## src/rtl/apb_reg_slave_if.sv

```systemverilog
// APB bus bundle between a master and apb_reg_slave.
// Handshake: a transfer completes on the rising edge where psel, penable and pready are all 1.
interface apb_reg_slave_if #(
  parameter int ADDR_W = 4,
  parameter int DATA_W = 8
);
  logic              psel;
  logic              penable;
  logic              pwrite;
  logic [ADDR_W-1:0] paddr;
  logic [DATA_W-1:0] pwdata;
  logic [DATA_W-1:0] prdata;
  logic              pready;
  logic              pslverr;

  modport master (
    output psel, penable, pwrite, paddr, pwdata,
    input  prdata, pready, pslverr
  );

  modport slave (
    input  psel, penable, pwrite, paddr, pwdata,
    output prdata, pready, pslverr
  );
endinterface

```

## src/rtl/apb_reg_slave.sv

```systemverilog
// APB slave with NUM_REGS read/write registers, one read-only status word at index NUM_REGS,
// configurable wait states and a one-cycle write strobe per register.
module apb_reg_slave #(
  parameter int ADDR_W      = 4,
  parameter int DATA_W      = 8,
  parameter int NUM_REGS    = 4,
  parameter int WAIT_STATES = 0
) (
  input  logic                         pclock,
  input  logic                         rst,
  apb_reg_slave_if.slave               apb,
  input  logic [DATA_W-1:0]            status_in,
  output logic [NUM_REGS*DATA_W-1:0]   reg_out,
  output logic [NUM_REGS-1:0]          wr_pulse,
  output logic                         dbg_state_o,
  output logic [3:0]                   dbg_wait_cnt_o
);

  typedef enum logic {
    ST_IDLE   = 1'b0,
    ST_ACCESS = 1'b1
  } state_e;

  localparam logic [ADDR_W-1:0] STATUS_IDX    = ADDR_W'(NUM_REGS);
  localparam logic [3:0]        WAIT_CNT_INIT = 4'(WAIT_STATES);

  state_e              state_q, state_d;
  logic [3:0]          wait_cnt_q, wait_cnt_d;
  logic [DATA_W-1:0]   regs_q [NUM_REGS];
  logic [NUM_REGS-1:0] wr_pulse_q, wr_pulse_d;

  logic                is_reg, is_status, is_unmapped;
  logic                pready_c, pslverr_c, commit;
  logic [DATA_W-1:0]   rd_data;

  assign is_reg      = (apb.paddr < STATUS_IDX);
  assign is_status   = (apb.paddr == STATUS_IDX);
  assign is_unmapped = (apb.paddr > STATUS_IDX);

  always_comb begin
    state_d    = state_q;
    wait_cnt_d = wait_cnt_q;
    pready_c   = 1'b0;
    unique case (state_q)
      ST_IDLE: begin
        // psel with penable already high in IDLE is a protocol error and is ignored
        if (apb.psel && !apb.penable) begin
          state_d    = ST_ACCESS;
          wait_cnt_d = WAIT_CNT_INIT;
        end
      end
      ST_ACCESS: begin
        if (!apb.psel) begin
          state_d    = ST_IDLE;
          wait_cnt_d = 4'd0;
        end else if (wait_cnt_q != 4'd0) begin
          wait_cnt_d = wait_cnt_q - 4'd1;
        end else if (apb.penable) begin
          pready_c = 1'b1;
          state_d  = ST_IDLE;
        end
      end
      default: begin
        state_d    = ST_IDLE;
        wait_cnt_d = 4'd0;
      end
    endcase
  end

  assign pslverr_c = pready_c && (is_unmapped || (apb.pwrite && is_status));
  assign commit    = pready_c && apb.pwrite && !pslverr_c && is_reg;

  always_comb begin
    wr_pulse_d = '0;
    for (int i = 0; i < NUM_REGS; i++) begin
      wr_pulse_d[i] = commit && (apb.paddr == ADDR_W'(i));
    end
  end

  always_comb begin
    rd_data = '0;
    for (int i = 0; i < NUM_REGS; i++) begin
      if (apb.paddr == ADDR_W'(i)) rd_data = regs_q[i];
    end
    if (is_status) rd_data = status_in;
  end

  always_ff @(posedge pclock or negedge rst) begin
    if (!rst) begin
      state_q    <= ST_IDLE;
      wait_cnt_q <= 4'd0;
      wr_pulse_q <= '0;
    end else begin
      state_q    <= state_d;
      wait_cnt_q <= wait_cnt_d;
      wr_pulse_q <= wr_pulse_d;
    end
  end

  // The one-hot strobe doubles as the per-register write enable at the commit edge
  always_ff @(posedge pclock or negedge rst) begin
    if (!rst) begin
      for (int i = 0; i < NUM_REGS; i++) regs_q[i] <= '0;
    end else begin
      for (int i = 0; i < NUM_REGS; i++) begin
        if (wr_pulse_d[i]) regs_q[i] <= apb.pwdata;
      end
    end
  end

  always_comb begin
    reg_out = '0;
    for (int i = 0; i < NUM_REGS; i++) reg_out[i*DATA_W +: DATA_W] = regs_q[i];
  end

  assign apb.pready     = pready_c;
  assign apb.pslverr    = pslverr_c;
  assign apb.prdata     = (pready_c && !apb.pwrite && !pslverr_c) ? rd_data : '0;
  assign wr_pulse       = wr_pulse_q;
  assign dbg_state_o    = state_q;
  assign dbg_wait_cnt_o = wait_cnt_q;

endmodule

```

## src/flat_wrapper.sv

```systemverilog
// flat-port wrapper written by rule: the top's interface ports become plain ports
module apb_reg_slave_flat 
#(
  parameter int ADDR_W      = 4,
  parameter int DATA_W      = 8,
  parameter int NUM_REGS    = 4,
  parameter int WAIT_STATES = 0
)
  (pclock, rst, status_in, reg_out, wr_pulse, dbg_state_o, dbg_wait_cnt_o, apb_psel, apb_penable, apb_pwrite, apb_paddr, apb_pwdata, apb_prdata, apb_pready, apb_pslverr);
  apb_reg_slave_if #(.ADDR_W(ADDR_W), .DATA_W(DATA_W)) apb_i ();
  input  logic pclock;
  input  logic rst;
  input  logic [DATA_W-1:0] status_in;
  output logic [NUM_REGS*DATA_W-1:0] reg_out;
  output logic [NUM_REGS-1:0] wr_pulse;
  output logic dbg_state_o;
  output logic [3:0] dbg_wait_cnt_o;
  input wire logic [$bits(apb_i.psel)-1:0] apb_psel;
  input wire logic [$bits(apb_i.penable)-1:0] apb_penable;
  input wire logic [$bits(apb_i.pwrite)-1:0] apb_pwrite;
  input wire logic [$bits(apb_i.paddr)-1:0] apb_paddr;
  input wire logic [$bits(apb_i.pwdata)-1:0] apb_pwdata;
  output wire logic [$bits(apb_i.prdata)-1:0] apb_prdata;
  output wire logic [$bits(apb_i.pready)-1:0] apb_pready;
  output wire logic [$bits(apb_i.pslverr)-1:0] apb_pslverr;
  assign apb_i.psel = apb_psel;
  assign apb_i.penable = apb_penable;
  assign apb_i.pwrite = apb_pwrite;
  assign apb_i.paddr = apb_paddr;
  assign apb_i.pwdata = apb_pwdata;
  assign apb_prdata = apb_i.prdata;
  assign apb_pready = apb_i.pready;
  assign apb_pslverr = apb_i.pslverr;
  apb_reg_slave #(.ADDR_W(ADDR_W), .DATA_W(DATA_W), .NUM_REGS(NUM_REGS), .WAIT_STATES(WAIT_STATES)) u_core (.pclock(pclock), .rst(rst), .apb(apb_i), .status_in(status_in), .reg_out(reg_out), .wr_pulse(wr_pulse), .dbg_state_o(dbg_state_o), .dbg_wait_cnt_o(dbg_wait_cnt_o));
endmodule
```

## config.mk

```make
export PLATFORM = sky130hd
export DESIGN_NAME = apb_reg_slave_flat
export DESIGN_NICKNAME = d
export VERILOG_FILES = /design/src/rtl/apb_reg_slave_if.sv /design/src/rtl/apb_reg_slave.sv /design/src/flat_wrapper.sv
export SDC_FILE = /design/constraint.sdc
export NUM_CORES = 1
export LEC_CHECK = 0
export ABC_CLOCK_PERIOD_IN_PS = 3790
export CAP_MARGIN = 40
export CELL_PAD_IN_SITES_DETAIL_PLACEMENT = 0
export CELL_PAD_IN_SITES_GLOBAL_PLACEMENT = 1
export CORE_ASPECT_RATIO = 2
export CORE_MARGIN = 5
export CORE_UTILIZATION = 35
export DETAILED_ROUTE_END_ITERATION = 12
export DONT_BUFFER_PORTS = 1
export PLACE_DENSITY = 0.58
export SLEW_MARGIN = 20
export SYNTH_ARGS = -nofsm -noshare
export SYNTH_HDL_FRONTEND = slang
export SYNTH_SLANG_ARGS = --single-unit
export TNS_END_PERCENT = 100
```

## constraint.sdc

```tcl
create_clock -name pclock -period 3.79 [get_ports pclock]
set_input_delay 0.758 -clock pclock [delete_from_list [all_inputs] [get_ports pclock]]
set_output_delay 0.758 -clock pclock [all_outputs]
set_load 0.01 [all_outputs]
```

==> metrics.md <==
| Metric | Value |
|---|---|
| Status | completed |
| Max clock buf depth | 2 |
| # hold bufs at CTS | 0 |
| CP arrival | 2500 ps |
| Finished Layout Cells | 241 |
| # rows | 40 |
| Initial antenna violation count | 0 |
| Grt met2 use | 29.8% |
| Share of cells above drive strength 1 | 34.3% |
| Mapped Nets | 203 |
| CP top delay family | compound AO/OA/AOI/OAI gates |
| Post-DRT Antenna Nets | 0 |
| Fraction of registers with async set/reset | 100% |
| Top post-synthesis cells by area | dfrtp_1 48%, mux2_2 17%, mux2i_1 4.7% |
| Clock skew | 5.38 ps |
| Synth warnings | 0 |
| CTS tree | yes |
| Clock latency at the later pin of the worst-skew pair | 280 ps |
| First-pass GRT wire length | 9150 µm |
| CP peak stage delay | 660 ps |
| Met1 usage | 14.6% |
| Fin. max-slew vios | 0 |
| RR Startpoint | u_core.dbg_wait_cnt_o[0] |
| GR Overflow Total | 0 |
| Slowest cell on the critical path | a2111oi_4 |
| CTS buffer count | 5 |
| Post-CTS setup buffers | 0 |
| Post-synth top cells | 41 x dfrtp_1, 32 x mux2_2, 10 x mux2i_1, 10 x nor2_1 |
| Synthesized instance count | 177 |
| Ports | 76 |
| CTS resizes | 0 |
| Synth cell types | 32 |
| Core Area | 6010 µm² |
| H-tree Lvls | 2 |
| Routed length per instance | 24.9 µm |
| Worst-margin pin slew | 778 ps |
| Fmax | 0.307 GHz |
| Mean Syn Cell Area | 12.2 µm² |
| DIE AREA | 7910 µm² |
| Via-per-instance ratio | 5.98 |
| Max VDD drop | 0.000354 V |
| Top_reg_cell synth | dfrtp_1 |
| Crit path buffers/inverters | 1 |
| Most numerous cell in the Yosys netlist | dfrtp_1 |
| # clock sinks | 41 |
| Area delta synth->final | 11.0% |
| Max cap viols | 0 |
| Setup_tns | 0 ps |
| Pre-Repair DR Iteration Count | 4 |
| Final period utilization | 85.8% |
| Die width | 65.4 µm |
| Seq/Total Area, Yosys | 47.7% |
| Critical-path cell list | inv_1 > ha_1 > or3b_1 > a2111oi_4 > o221a_2 |
| ANT cells | 0 |
| Initial DRC count | 72 |
| CP Launch Type | register |
| Path type of the worst min-delay path | input port to asynchronous set/reset pin |
| Fin. Hold Viols | 0 |
| Synth top area share | 47.7% |
| Initial Util | 35.8% |
| Cell taking the most area after synthesis | dfrtp_1 |
| WP depth | 5 |
| Power per standard cell area | 426 nW/µm² |
| Critical R2R Capture | u_core.reg_out[5] |
| Largest net degree at the start of global routing | 42 |
| Routability cong. | 0.762 |
| R2R depth | 6 |
| Overall routing resource usage | 15.8% |
| Worst EP required | 3030 ps |
| Clock Root Buffer | clkbuf_16 |
| Fin nets | 203 |
| Reg2Reg Setup Slack | 1120 ps |
| Min Clock Period, post-route | 3250 ps |
| Critical Path End Type | output pin |
| Clock transition at the registers of the reported paths | 60 ps |
| Post-route DRC | 0 |
| Met3 Track Usage GR | 5.10% |
| Vias after detailed routing | 1442 |
| WS Path Type | register to output pin |
| Final WL | 5990 µm |
| Pleak | 1.05 nW |
| Placed cells | 233 |
| Vias in the first global route | 1632 |
| Port buffer count | 0 |
| Max-slew headroom | 47.7% |
| RSZ-0062 raised after global routing | false |
| Post-DP HPWL | 4450 µm |
| Number of synthesized flops with an enable pin | 0 |
| Synth Cell Area | 2150 µm² |
| Most Crowded Layer GR | met2 |
| Final setup viols | 0 |
| Worst Path Max Fanout | 8 |
| Die Y-Extent | 121 µm |
| Yosys reg bits | 41 |
==> layer usage <==
layer	part of all wire (%)	wire length [µm]	up-vias
li1	-	-	649
met1	33	1950	719
met2	57	3400	62
met3	7.8	467	12
met4	2.7	164	0
met5	0	0	-
==> placed cells by master (no fill, tap or decap) <==
cell type  instances
o22ai_1            3
or4b_2             1
mux2_1             1
buf_4              1
a2111oi_4          1
and2_0             1
a21oi_1            8
nor2_1            10
a21boi_0           1
o32ai_1            1
or2_2              4
o221a_2            7
xnor2_1            1
clkbuf_16          5
nand2b_1           3
dfrtp_1           41
o21bai_1           7
inv_1              4
ha_1               1
bufinv_16          1
nor3_1             4
nand2_1            7
or3_1              1
o21a_1             1
clkbuf_1           1
mux2i_1           10
o21ai_0            1
or3b_1             1
clkbuf_8           1
buf_6              2
or3b_2             2
mux2_2            32
nor4_4             4
nand3_1            1
nand3b_1           8
==> where the power goes <==
part	leakage [nW]	switching, W	total (W)	internal, W
clock	0.0841	0.000162	0.000490	0.000329
combinational	0.398	0.0000211	0.0000472	0.0000261
sequential	0.566	0.0000255	0.000480	0.000455
==> metrics by stage <==
step / util [%] / total power (W) / setup WS, ps / hold WS [ps] / area [µm²]
after floorplan: - / 0.000530 / 948 / 462 / 2150
after CTS: 39.8 / 0.00104 / 498 / 159 / 2390
after detailed placement: 36.9 / 0.000537 / 801 / 464 / 2220
final: 39.8 / 0.00102 / 536 / 169 / 2390
after global routing: 39.8 / 0.00106 / 408 / 157 / 2390
after global placement: 36.5 / 0.000534 / 826 / 463 / 2190
==> sequential cells by signal, summed over array words and instances (netlist names) <==
| register | flops |
|---|---|
| u_core.reg_out | 32 |
| u_core.dbg_wait_cnt_o | 4 |
| u_core.wr_pulse | 4 |
| u_core.dbg_state_o | 1 |
==> kinds of logic (layout without fill, tap and decap cells) <==
kind of cell | count (synthesis) | count (layout) | synth area share, %
buffers and inverters | 14 | 15 | 2.79
flip-flops | 41 | 41 | 47.7
multiplexers | 43 | 43 | 21.9
XOR/XNOR | 1 | 1 | 0.407
AND/OR/NAND/NOR | 47 | 47 | 15.2
AO/OA/AOI/OAI | 30 | 30 | 11.5
adder cells (fa/ha/maj) | 1 | 1 | 0.581
==> worst register-to-register path, cell delays in order, from the launching register on <==
cell and delay, ps:
dfrtp_1 460, inv_1 100, ha_1 190, or3b_1 430
buf_4 230, nor4_4 730, mux2_2 420
==> worst max path at each step <==
| stage | slack, ps | startpoint | to |
|---|---|---|---|
| final | 540 | u_core.dbg_wait_cnt_o[0] | apb_prdata[0] |
| after global routing | 410 | u_core.dbg_wait_cnt_o[0] | apb_prdata[0] |
| after CTS | 500 | u_core.dbg_wait_cnt_o[0] | apb_prdata[0] |
| after detailed placement | 800 | apb_psel | apb_prdata[0] |
| after global placement | 830 | apb_paddr[1] | apb_prdata[1] |
| after floorplan | 950 | apb_paddr[2] | apb_prdata[6] |
==> cell type report <==
| class | count | area [µm²] |
|---|---|---|
| fillers | 584 | 3620 |
| multi-input cells | 122 | 1070 |
| flip-flops and latches | 41 | 1030 |
| clock buffers | 7 | 143 |
| well taps | 63 | 78.8 |
| clock inverters | 1 | 30.0 |
| repair buffers | 3 | 30.0 |
| inverters | 4 | 15.0 |
(Power assumes the default switching activity.)
